**src/rtl/rf_wb_arbiter_pkg.sv**
```systemverilog
// Shared widths, grant encoding and starvation-counter helper for the
// register-file writeback arbiter.
`ifndef XLEN
`define XLEN 64
`endif
`ifndef REG_ADDR_WIDTH
`define REG_ADDR_WIDTH 5
`endif
`ifndef RF_WB_MAX_WAIT
`define RF_WB_MAX_WAIT 4
`endif

package rf_wb_arbiter_pkg;

  localparam int unsigned RF_XLEN     = `XLEN;
  localparam int unsigned RF_AW       = `REG_ADDR_WIDTH;
  localparam int unsigned RF_MAX_WAIT = `RF_WB_MAX_WAIT;
  localparam int unsigned CNT_W       = 4;

  typedef logic [CNT_W-1:0] wait_cnt_t;

  typedef enum logic [1:0] {
    GRANT_NONE = 2'd0,
    GRANT_P    = 2'd1,
    GRANT_M    = 2'd2
  } grant_e;

  // M's denial counter: cleared when M is idle or served, saturates at limit.
  function automatic wait_cnt_t wait_cnt_next(
    input logic      m_valid,
    input logic      m_hs,
    input wait_cnt_t cnt,
    input wait_cnt_t limit
  );
    wait_cnt_t nxt;
    if (!m_valid || m_hs) begin
      nxt = 4'd0;
    end else if (cnt >= limit) begin
      nxt = limit;
    end else begin
      nxt = cnt + 4'd1;
    end
    return nxt;
  endfunction

endpackage

```
**src/rtl/rf_wb_arbiter_checker.sv**
```systemverilog
// Invariants of the writeback arbiter, kept apart from the datapath.
module rf_wb_arbiter_checker
  import rf_wb_arbiter_pkg::*;
#(
  parameter int unsigned AW       = RF_AW,
  parameter int unsigned MAX_WAIT = RF_MAX_WAIT
) (
  input logic          clk,
  input logic          rst_n,
  input logic          p_hs,
  input logic          m_hs,
  input logic          m_valid,
  input logic          m_ready,
  input logic          starve,
  input wait_cnt_t     wait_cnt,
  input logic          wr_en,
  input logic [AW-1:0] wr_addr
);

  localparam wait_cnt_t MAX_C = wait_cnt_t'(MAX_WAIT);

  a_one_handshake: assert property (@(posedge clk) disable iff (!rst_n)
    !(p_hs && m_hs));

  a_cnt_bounded: assert property (@(posedge clk) disable iff (!rst_n)
    wait_cnt <= MAX_C);

  a_starve_wins: assert property (@(posedge clk) disable iff (!rst_n)
    (starve && m_valid) |-> m_ready);

  a_no_x0_write: assert property (@(posedge clk) disable iff (!rst_n)
    wr_en |-> (wr_addr != {AW{1'b0}}));

endmodule

```
**src/rtl/rf_wb_arbiter_scoreboard.sv**
```systemverilog
// rf_scoreboard: per-register pending bits for outstanding MUL/DIV results,
// plus the two decode-stage busy lookups including the in-flight write.
module rf_scoreboard
  import rf_wb_arbiter_pkg::*;
#(
  parameter int unsigned AW = RF_AW
) (
  input  logic          clk,
  input  logic          rst_n,
  input  logic          set_en,
  input  logic [AW-1:0] set_addr,
  input  logic          clr_en,
  input  logic [AW-1:0] clr_addr,
  input  logic          wr_en,
  input  logic [AW-1:0] wr_addr,
  input  logic [AW-1:0] rs1_addr,
  input  logic [AW-1:0] rs2_addr,
  output logic          rs1_busy,
  output logic          rs2_busy
);

  localparam int unsigned NUM_REGS = 1 << AW;

  logic [NUM_REGS-1:0] pending_r;
  logic [NUM_REGS-1:0] pending_nxt_s;
  logic                rs1_busy_s;
  logic                rs2_busy_s;

  // Next pending vector: clear first so a same-cycle set on that register wins.
  always_comb begin
    pending_nxt_s = pending_r;
    if (clr_en) begin
      pending_nxt_s[clr_addr] = 1'b0;
    end else begin
      pending_nxt_s = pending_nxt_s;
    end
    if (set_en && (set_addr != {AW{1'b0}})) begin
      pending_nxt_s[set_addr] = 1'b1;
    end else begin
      pending_nxt_s = pending_nxt_s;
    end
  end

  // Pending register.
  always_ff @(posedge clk or negedge rst_n) begin
    if (!rst_n) begin
      pending_r <= {NUM_REGS{1'b0}};
    end else begin
      pending_r <= pending_nxt_s;
    end
  end

  // Busy lookups; the write-stage term covers the cycle before the file commits.
  always_comb begin
    rs1_busy_s = 1'b0;
    rs2_busy_s = 1'b0;
    if (rs1_addr != {AW{1'b0}}) begin
      rs1_busy_s = pending_r[rs1_addr] || (wr_en && (wr_addr == rs1_addr));
    end else begin
      rs1_busy_s = 1'b0;
    end
    if (rs2_addr != {AW{1'b0}}) begin
      rs2_busy_s = pending_r[rs2_addr] || (wr_en && (wr_addr == rs2_addr));
    end else begin
      rs2_busy_s = 1'b0;
    end
  end

  assign rs1_busy = rs1_busy_s;
  assign rs2_busy = rs2_busy_s;

endmodule

```
**src/rtl/rf_wb_arbiter.sv**
```systemverilog
// Shares the register-file write port between pipeline writeback (P) and the
// MUL/DIV unit (M) with bounded starvation; registers the write one stage early.
module rf_wb_arbiter
  import rf_wb_arbiter_pkg::*;
#(
  parameter int unsigned MAX_WAIT = RF_MAX_WAIT,
  parameter int unsigned XLEN     = RF_XLEN,
  parameter int unsigned AW       = RF_AW
) (
  input  logic            clk,
  input  logic            rst_n,
  input  logic            p_valid,
  output logic            p_ready,
  input  logic [AW-1:0]   p_addr,
  input  logic [XLEN-1:0] p_data,
  input  logic            m_valid,
  output logic            m_ready,
  input  logic [AW-1:0]   m_addr,
  input  logic [XLEN-1:0] m_data,
  input  logic            iss_valid,
  input  logic [AW-1:0]   iss_addr,
  input  logic [AW-1:0]   rs1_addr_i,
  input  logic [AW-1:0]   rs2_addr_i,
  output logic            rs1_busy_o,
  output logic            rs2_busy_o,
  output logic            wr_en,
  output logic [AW-1:0]   wr_addr,
  output logic [XLEN-1:0] wr_data
);

  localparam wait_cnt_t MAX_C = wait_cnt_t'(MAX_WAIT);

  wait_cnt_t       wait_cnt_r;
  logic            starve_s;
  logic            p_ready_s;
  logic            m_ready_s;
  logic            p_hs_s;
  logic            m_hs_s;
  grant_e          grant_s;
  logic            wr_en_r;
  logic [AW-1:0]   wr_addr_r;
  logic [XLEN-1:0] wr_data_r;

  // Grant: P has priority until M has been denied MAX_WAIT cycles in a row.
  // Only valids and registered state feed ready, never addresses or data.
  always_comb begin
    starve_s  = (wait_cnt_r == MAX_C);
    m_ready_s = m_valid && (!p_valid || starve_s);
    p_ready_s = !(m_valid && starve_s);
    p_hs_s    = p_valid && p_ready_s;
    m_hs_s    = m_valid && m_ready_s;
    if (m_hs_s) begin
      grant_s = GRANT_M;
    end else if (p_hs_s) begin
      grant_s = GRANT_P;
    end else begin
      grant_s = GRANT_NONE;
    end
  end

  // Starvation counter and registered write stage; x0 handshakes never write.
  always_ff @(posedge clk or negedge rst_n) begin
    if (!rst_n) begin
      wait_cnt_r <= 4'd0;
      wr_en_r    <= 1'b0;
      wr_addr_r  <= {AW{1'b0}};
      wr_data_r  <= {XLEN{1'b0}};
    end else begin
      wait_cnt_r <= wait_cnt_next(m_valid, m_hs_s, wait_cnt_r, MAX_C);
      case (grant_s)
        GRANT_M: begin
          wr_en_r <= (m_addr != {AW{1'b0}});
          if (m_addr != {AW{1'b0}}) begin
            wr_addr_r <= m_addr;
            wr_data_r <= m_data;
          end
        end
        GRANT_P: begin
          wr_en_r <= (p_addr != {AW{1'b0}});
          if (p_addr != {AW{1'b0}}) begin
            wr_addr_r <= p_addr;
            wr_data_r <= p_data;
          end
        end
        default: begin
          wr_en_r <= 1'b0;
        end
      endcase
    end
  end

  rf_scoreboard #(
    .AW (AW)
  ) u_scoreboard (
    .clk      (clk),
    .rst_n    (rst_n),
    .set_en   (iss_valid),
    .set_addr (iss_addr),
    .clr_en   (m_hs_s),
    .clr_addr (m_addr),
    .wr_en    (wr_en_r),
    .wr_addr  (wr_addr_r),
    .rs1_addr (rs1_addr_i),
    .rs2_addr (rs2_addr_i),
    .rs1_busy (rs1_busy_o),
    .rs2_busy (rs2_busy_o)
  );

  rf_wb_arbiter_checker #(
    .AW       (AW),
    .MAX_WAIT (MAX_WAIT)
  ) u_checker (
    .clk      (clk),
    .rst_n    (rst_n),
    .p_hs     (p_hs_s),
    .m_hs     (m_hs_s),
    .m_valid  (m_valid),
    .m_ready  (m_ready_s),
    .starve   (starve_s),
    .wait_cnt (wait_cnt_r),
    .wr_en    (wr_en_r),
    .wr_addr  (wr_addr_r)
  );

  assign p_ready = p_ready_s;
  assign m_ready = m_ready_s;
  assign wr_en   = wr_en_r;
  assign wr_addr = wr_addr_r;
  assign wr_data = wr_data_r;

endmodule

```
**config.mk**
```make
export PLATFORM = sky130hd
export DESIGN_NAME = rf_wb_arbiter
export DESIGN_NICKNAME = d
export VERILOG_FILES = /design/src/rtl/rf_wb_arbiter_pkg.sv /design/src/rtl/rf_wb_arbiter_checker.sv /design/src/rtl/rf_wb_arbiter_scoreboard.sv /design/src/rtl/rf_wb_arbiter.sv
export SDC_FILE = /design/constraint.sdc
export NUM_CORES = 1
export LEC_CHECK = 0
export CAP_MARGIN = 20
export CORE_ASPECT_RATIO = 0.7
export CORE_UTILIZATION = 60
export DETAILED_ROUTE_END_ITERATION = 8
export DONT_BUFFER_PORTS = 1
export MAX_ROUTING_LAYER = met4
export PLACE_DENSITY = 0.82
export SYNTH_ARGS = -nofsm -noshare
export SYNTH_HDL_FRONTEND = slang
export SYNTH_SLANG_ARGS = --single-unit
```
**constraint.sdc**
```tcl
create_clock -name clk -period 2.45 [get_ports clk]
set_clock_uncertainty 0.05 [all_clocks]
set_input_delay 0.49 -clock clk [delete_from_list [all_inputs] [get_ports clk]]
set_output_delay 0.49 -clock clk [all_outputs]
set_load 0.05 [all_outputs]
```
==> report_table.html <==
<table>
<tr><th>Metric</th><th>Value</th></tr>
<tr><th colspan="2">Status</th></tr>
<tr><td>Run status</td><td>complete, but fails checks</td></tr>
<tr><td>Violations in the final reports</td><td>negative hold slack, negative setup slack</td></tr>
<tr><th colspan="2">Worst setup path</th></tr>
<tr><td>Buffer and inverter count on the worst path</td><td>1</td></tr>
<tr><td>Worst path slowest cell</td><td>sky130_fd_sc_hd__mux4_2</td></tr>
<tr><td>Critical path fanouts, max</td><td>3</td></tr>
<tr><td>Capturing element type of the critical path</td><td>primary output</td></tr>
<tr><td>Worst Setup Start Kind</td><td>flop</td></tr>
<tr><td>Endpoint required time on the critical path</td><td>1.91 ns</td></tr>
<tr><td>Critical path data arrival time</td><td>2.08 ns</td></tr>
<tr><td>CP max stage delay</td><td>0.50 ns</td></tr>
<tr><td>R2r startpoint</td><td>wait_cnt_r[0]$_DFF_PN0_</td></tr>
<tr><td>Gate family responsible for the most delay along the worst path</td><td>multiplexers</td></tr>
<tr><td>Critical path cell sequence</td><td>mux4_2 -&gt; mux2i_2 -&gt; nor2b_1 -&gt; o21ai_1 -&gt; a41oi_2 -&gt; buf_12</td></tr>
<tr><td>Worst setup path startpoint</td><td>u_scoreboard.pending_r[29]$_DFF_PN0_</td></tr>
<tr><td>Setup slack, reg-to-reg</td><td>0.28 ns</td></tr>
<tr><td>Kind of critical path</td><td>reg -&gt; out</td></tr>
<tr><th colspan="2">Cells and area</th></tr>
<tr><td>Leading cell type in the layout, fill and taps excluded</td><td>sky130_fd_sc_hd__o21ai_0</td></tr>
<tr><td>Layout Area Growth over Synthesis</td><td>8.81%</td></tr>
<tr><td>Post-layout util</td><td>67.5%</td></tr>
<tr><td>Commonest non-fill, non-tap cells in the layout</td><td>106 x sky130_fd_sc_hd__o21ai_0, 105 x sky130_fd_sc_hd__dfrtp_1, 75 x sky130_fd_sc_hd__mux2i_1, 70 x sky130_fd_sc_hd__nand2_1, 15 x sky130_fd_sc_hd__buf_4</td></tr>
<tr><td>Antenna diode count</td><td>0</td></tr>
<tr><td>Final instance count without filler cells</td><td>659</td></tr>
<tr><td>Fraction of layout cells with a size suffix above 1</td><td>15.9%</td></tr>
<tr><td>Net count, final</td><td>690</td></tr>
<tr><th colspan="2">Die</th></tr>
<tr><td>Std-Cell Core Area</td><td>0.00907 sq mm</td></tr>
<tr><td>Total I/O pin count</td><td>232</td></tr>
<tr><td>Area of the die</td><td>0.00977 sq mm</td></tr>
<tr><td>Die width</td><td>118 microns</td></tr>
<tr><td>Initial cell density of the core</td><td>62.0%</td></tr>
<tr><td>Die H</td><td>83.0 microns</td></tr>
<tr><td>Standard-cell rows</td><td>29</td></tr>
<tr><th colspan="2">STA</th></tr>
<tr><td>Final Setup Violations</td><td>2</td></tr>
<tr><td>Total negative setup slack</td><td>-0.284 ns</td></tr>
<tr><td>Final hold violations</td><td>106</td></tr>
<tr><td>Achievable Freq</td><td>381 MHz</td></tr>
<tr><td>Worst hold slack after final layout</td><td>-0.217 ns</td></tr>
<tr><td>Post-layout worst setup margin</td><td>-0.173 ns</td></tr>
<tr><td>Period minus WS final</td><td>2.62 ns</td></tr>
<tr><td>Slew of the pin with the lowest slew margin</td><td>0.543 ns</td></tr>
<tr><td>Period Utilization, post-route</td><td>107%</td></tr>
<tr><td>Rel. slew slack</td><td>63.8%</td></tr>
<tr><td>Setup repair after global routing missed its margin</td><td>yes</td></tr>
<tr><td>Final Max Tran Viols</td><td>0</td></tr>
<tr><th colspan="2">Pwr</th></tr>
<tr><td>Total leakage power</td><td>2.65 nW</td></tr>
<tr><td>Power density over the cells</td><td>839 mW/mm^2</td></tr>
<tr><td>Worst vdd rail ir drop</td><td>0.000433 V</td></tr>
<tr><th colspan="2">Global route</th></tr>
<tr><td>Number of global-route vias before repair</td><td>4054</td></tr>
<tr><td>First-pass GRT wire length</td><td>22.1 mm</td></tr>
<tr><td>Total gr overflow</td><td>0</td></tr>
<tr><td>Global-route usage over all layers</td><td>30.8%</td></tr>
<tr><td>Largest net degree at the start of global routing</td><td>107</td></tr>
<tr><td>Initial antenna violation count</td><td>0</td></tr>
<tr><th colspan="2">Synth</th></tr>
<tr><td>Sequential-to-total area share from yosys stat</td><td>47.2%</td></tr>
<tr><td>Number of warnings issued by yosys</td><td>0</td></tr>
<tr><td>Largest family of logic cells by synthesized area</td><td>multiplexers</td></tr>
<tr><td>Post-Synthesis Cells</td><td>533</td></tr>
<tr><td>Total standard cell area after synthesis</td><td>0.00562 sq mm</td></tr>
<tr><td>Share of the synthesized netlist area taken by xor and xnor gates</td><td>1.40%</td></tr>
<tr><td>Area share of and/or/nand/nor cells after synthesis</td><td>12.8%</td></tr>
<tr><td>Post-synth cell types</td><td>53</td></tr>
<tr><td>Most used flip-flop cell after synthesis</td><td>sky130_fd_sc_hd__dfrtp_1</td></tr>
<tr><td>Adder-Cell Fraction of Synth Area</td><td>0.445%</td></tr>
<tr><td>Async set-or-reset flop fraction in the synthesized netlist</td><td>100%</td></tr>
<tr><td>Number of flops mapped to enable cells by yosys</td><td>0</td></tr>
<tr><td>Number of register bits inferred by synthesis</td><td>106</td></tr>
<tr><td>Share of cell area taken by muxes after synthesis</td><td>19.3%</td></tr>
<tr><td>Post-synthesis compound-gate area fraction</td><td>14.5%</td></tr>
<tr><td>Synthesized area divided by synthesized cell count</td><td>10.6 sq um</td></tr>
<tr><td>Mapped Nets</td><td>693</td></tr>
<tr><th colspan="2">Clocking</th></tr>
<tr><td>Sinks on Clock Net</td><td>106</td></tr>
<tr><td>TritonCTS clock tree</td><td>built</td></tr>
<tr><td>Insertion delay to the later sink of the worst-skew pair</td><td>0.35 ns</td></tr>
<tr><td>Clk Tree Root Cell</td><td>sky130_fd_sc_hd__clkbuf_16</td></tr>
<tr><td>H-tree levels</td><td>3</td></tr>
<tr><td>Register clock-pin slew on the reported worst setup and hold paths</td><td>0.08 ns</td></tr>
<tr><td>Number of buffers inserted during clock tree synthesis</td><td>9</td></tr>
<tr><td>Clock Path Buffers</td><td>2</td></tr>
<tr><th colspan="2">Routing</th></tr>
<tr><td>Antenna-violating nets left</td><td>0</td></tr>
<tr><td>Count of vias placed by the detailed router</td><td>4258</td></tr>
<tr><td>DRT Wirelength</td><td>14.3 mm</td></tr>
<tr><td>Vias per Instance</td><td>6.46</td></tr>
<tr><td>Number of remaining DRC errors</td><td>0</td></tr>
<tr><td>Average wire per cell in the routed design</td><td>21.7 microns</td></tr>
<tr><td>First-pass iteration count of the detailed router</td><td>5</td></tr>
<tr><td>Starting DRC count in detailed routing</td><td>358</td></tr>
<tr><th colspan="2">Placed design</th></tr>
<tr><td>Port buffer count</td><td>0</td></tr>
<tr><td>Post-DP HPWL</td><td>10.5 mm</td></tr>
<tr><td>Inst Count DP</td><td>642</td></tr>
<tr><td>Routability congestion estimate</td><td>0.943</td></tr>
<tr><th colspan="2">Flow run</th></tr>
<tr><td>Max Cap Violations</td><td>0</td></tr>
<tr><th colspan="2">Min path</th></tr>
<tr><td>HP Class</td><td>in -&gt; async</td></tr>
</table>
power breakdown:
part	total, mW	internal [mW]	switching [mW]
Clock	1.50	0.833	0.664
Sequential	2.80	2.02	0.782
Combinational	0.835	0.413	0.423
Total	5.14	3.27	1.87
layer usage:
layer  vias up  global-route usage, %  share of wire (%)
met5         -                      -                  0
met4         0                   8.86                1.8
met3        23                   11.3                 11
met2       284                   46.3                 48
met1      2026                   39.4                 39
li1       1925                      -                  -
what timing repair did:
item | CTS | global route
endpoints found under the hold margin | 106 | 106
setup endpoints to repair | 3 | 3
setup buffers | 1 | 0
gates resized for setup | 7 | 2
pin swaps | 3 | 3
flip-flops by register name, summed over array words and instances (netlist names):
register                count
wr_data                    64
u_scoreboard.pending_r     32
wr_en                       1
wr_addr                     5
wait_cnt_r                  4
worst paths after layout:
path,endpoint,cells past startpoint
setup / recovery,rs2_busy_o,6
hold / removal,wr_data[63]$_DFFE_PN0P_,0
setup reg to reg,wr_data[27]$_DFFE_PN0P_,7
hold reg to reg,wait_cnt_r[0]$_DFF_PN0_,1
max in group asynchronous,wr_data[31]$_DFFE_PN0P_,0
min in group clk,u_scoreboard.pending_r[28]$_DFF_PN0_,2
cells by family after synthesis:
logic type      count (synthesis)
buf+inv                        39
xor+xnor                        9
other cells                     1
fa+ha+maj                       2
flops                         106
mux                            93
simple gates                  142
compound gates                141
layout make-up:
| cell class | count | area, sq um |
|---|---|---|
| flip-flops and latches | 106 | 2650 |
| well taps | 124 | 155 |
| clock buffers | 10 | 239 |
| inverters | 6 | 22.5 |
| fillers | 684 | 2950 |
| repair buffers | 19 | 193 |
| clock inverters | 6 | 72.6 |
| multi-input cells | 388 | 2780 |
synthesized netlist by cell type, types with 2 or more instances:
master | instances | area (sq um)
sky130_fd_sc_hd__o21ai_0 | 107 | 536
sky130_fd_sc_hd__dfrtp_1 | 106 | 2650
sky130_fd_sc_hd__mux2i_1 | 76 | 761
sky130_fd_sc_hd__nand2_1 | 71 | 267
sky130_fd_sc_hd__mux4_2 | 12 | 270
sky130_fd_sc_hd__buf_2 | 9 | 45.0
sky130_fd_sc_hd__buf_4 | 9 | 67.6
sky130_fd_sc_hd__nand2_2 | 9 | 56.3
sky130_fd_sc_hd__nor2_1 | 9 | 33.8
sky130_fd_sc_hd__o21ai_2 | 9 | 78.8
sky130_fd_sc_hd__clkbuf_1 | 8 | 30.0
sky130_fd_sc_hd__nand2b_1 | 8 | 50.1
sky130_fd_sc_hd__xor2_1 | 7 | 61.3
sky130_fd_sc_hd__a22o_1 | 6 | 52.6
sky130_fd_sc_hd__inv_1 | 6 | 22.5
sky130_fd_sc_hd__mux2_2 | 5 | 56.3
sky130_fd_sc_hd__nand3_1 | 5 | 25.0
sky130_fd_sc_hd__nand4_1 | 5 | 31.3
sky130_fd_sc_hd__nor2b_1 | 5 | 31.3
sky130_fd_sc_hd__a21oi_1 | 4 | 20.0
sky130_fd_sc_hd__nand3b_1 | 4 | 30.0
sky130_fd_sc_hd__nand4b_1 | 4 | 35.0
sky130_fd_sc_hd__nor3b_1 | 4 | 30.0
sky130_fd_sc_hd__a211oi_1 | 3 | 22.5
sky130_fd_sc_hd__and3b_1 | 3 | 26.3
sky130_fd_sc_hd__buf_6 | 3 | 33.8
sky130_fd_sc_hd__nor3_1 | 3 | 15.0
sky130_fd_sc_hd__nor4_1 | 3 | 18.8
sky130_fd_sc_hd__a32o_1 | 2 | 20.0
sky130_fd_sc_hd__clkbuf_2 | 2 | 10.0
sky130_fd_sc_hd__ha_1 | 2 | 25.0
sky130_fd_sc_hd__or2_1 | 2 | 12.5
sky130_fd_sc_hd__xnor2_1 | 2 | 17.5
worst reg2reg max path, delay by kind of cell, from the launching register on:
kind / cells / cell delay [ns]
AND/OR/NAND/NOR: 2 / 0.48
adder cells (fa/ha/maj): 1 / 0.19
multiplexers: 1 / 0.38
flip-flops: 1 / 0.41
buffers and inverters: 2 / 0.42
AO/OA/AOI/OAI: 1 / 0.12
through the flow:
stage | instance area, sq um | setup WS, ns | total power, mW
3_3_place_gp | 5770 | 0.101 | 3.59
5_1_grt | 6120 | -0.202 | 5.32
4_1_cts | 6120 | -0.112 | 5.14
3_5_place_dp | 5770 | 0.102 | 3.64
2_1_floorplan | 5640 | -0.113 | 3.41
6_report | 6120 | -0.173 | 5.14
No activity file was read; power rests on OpenSTA's default activity.
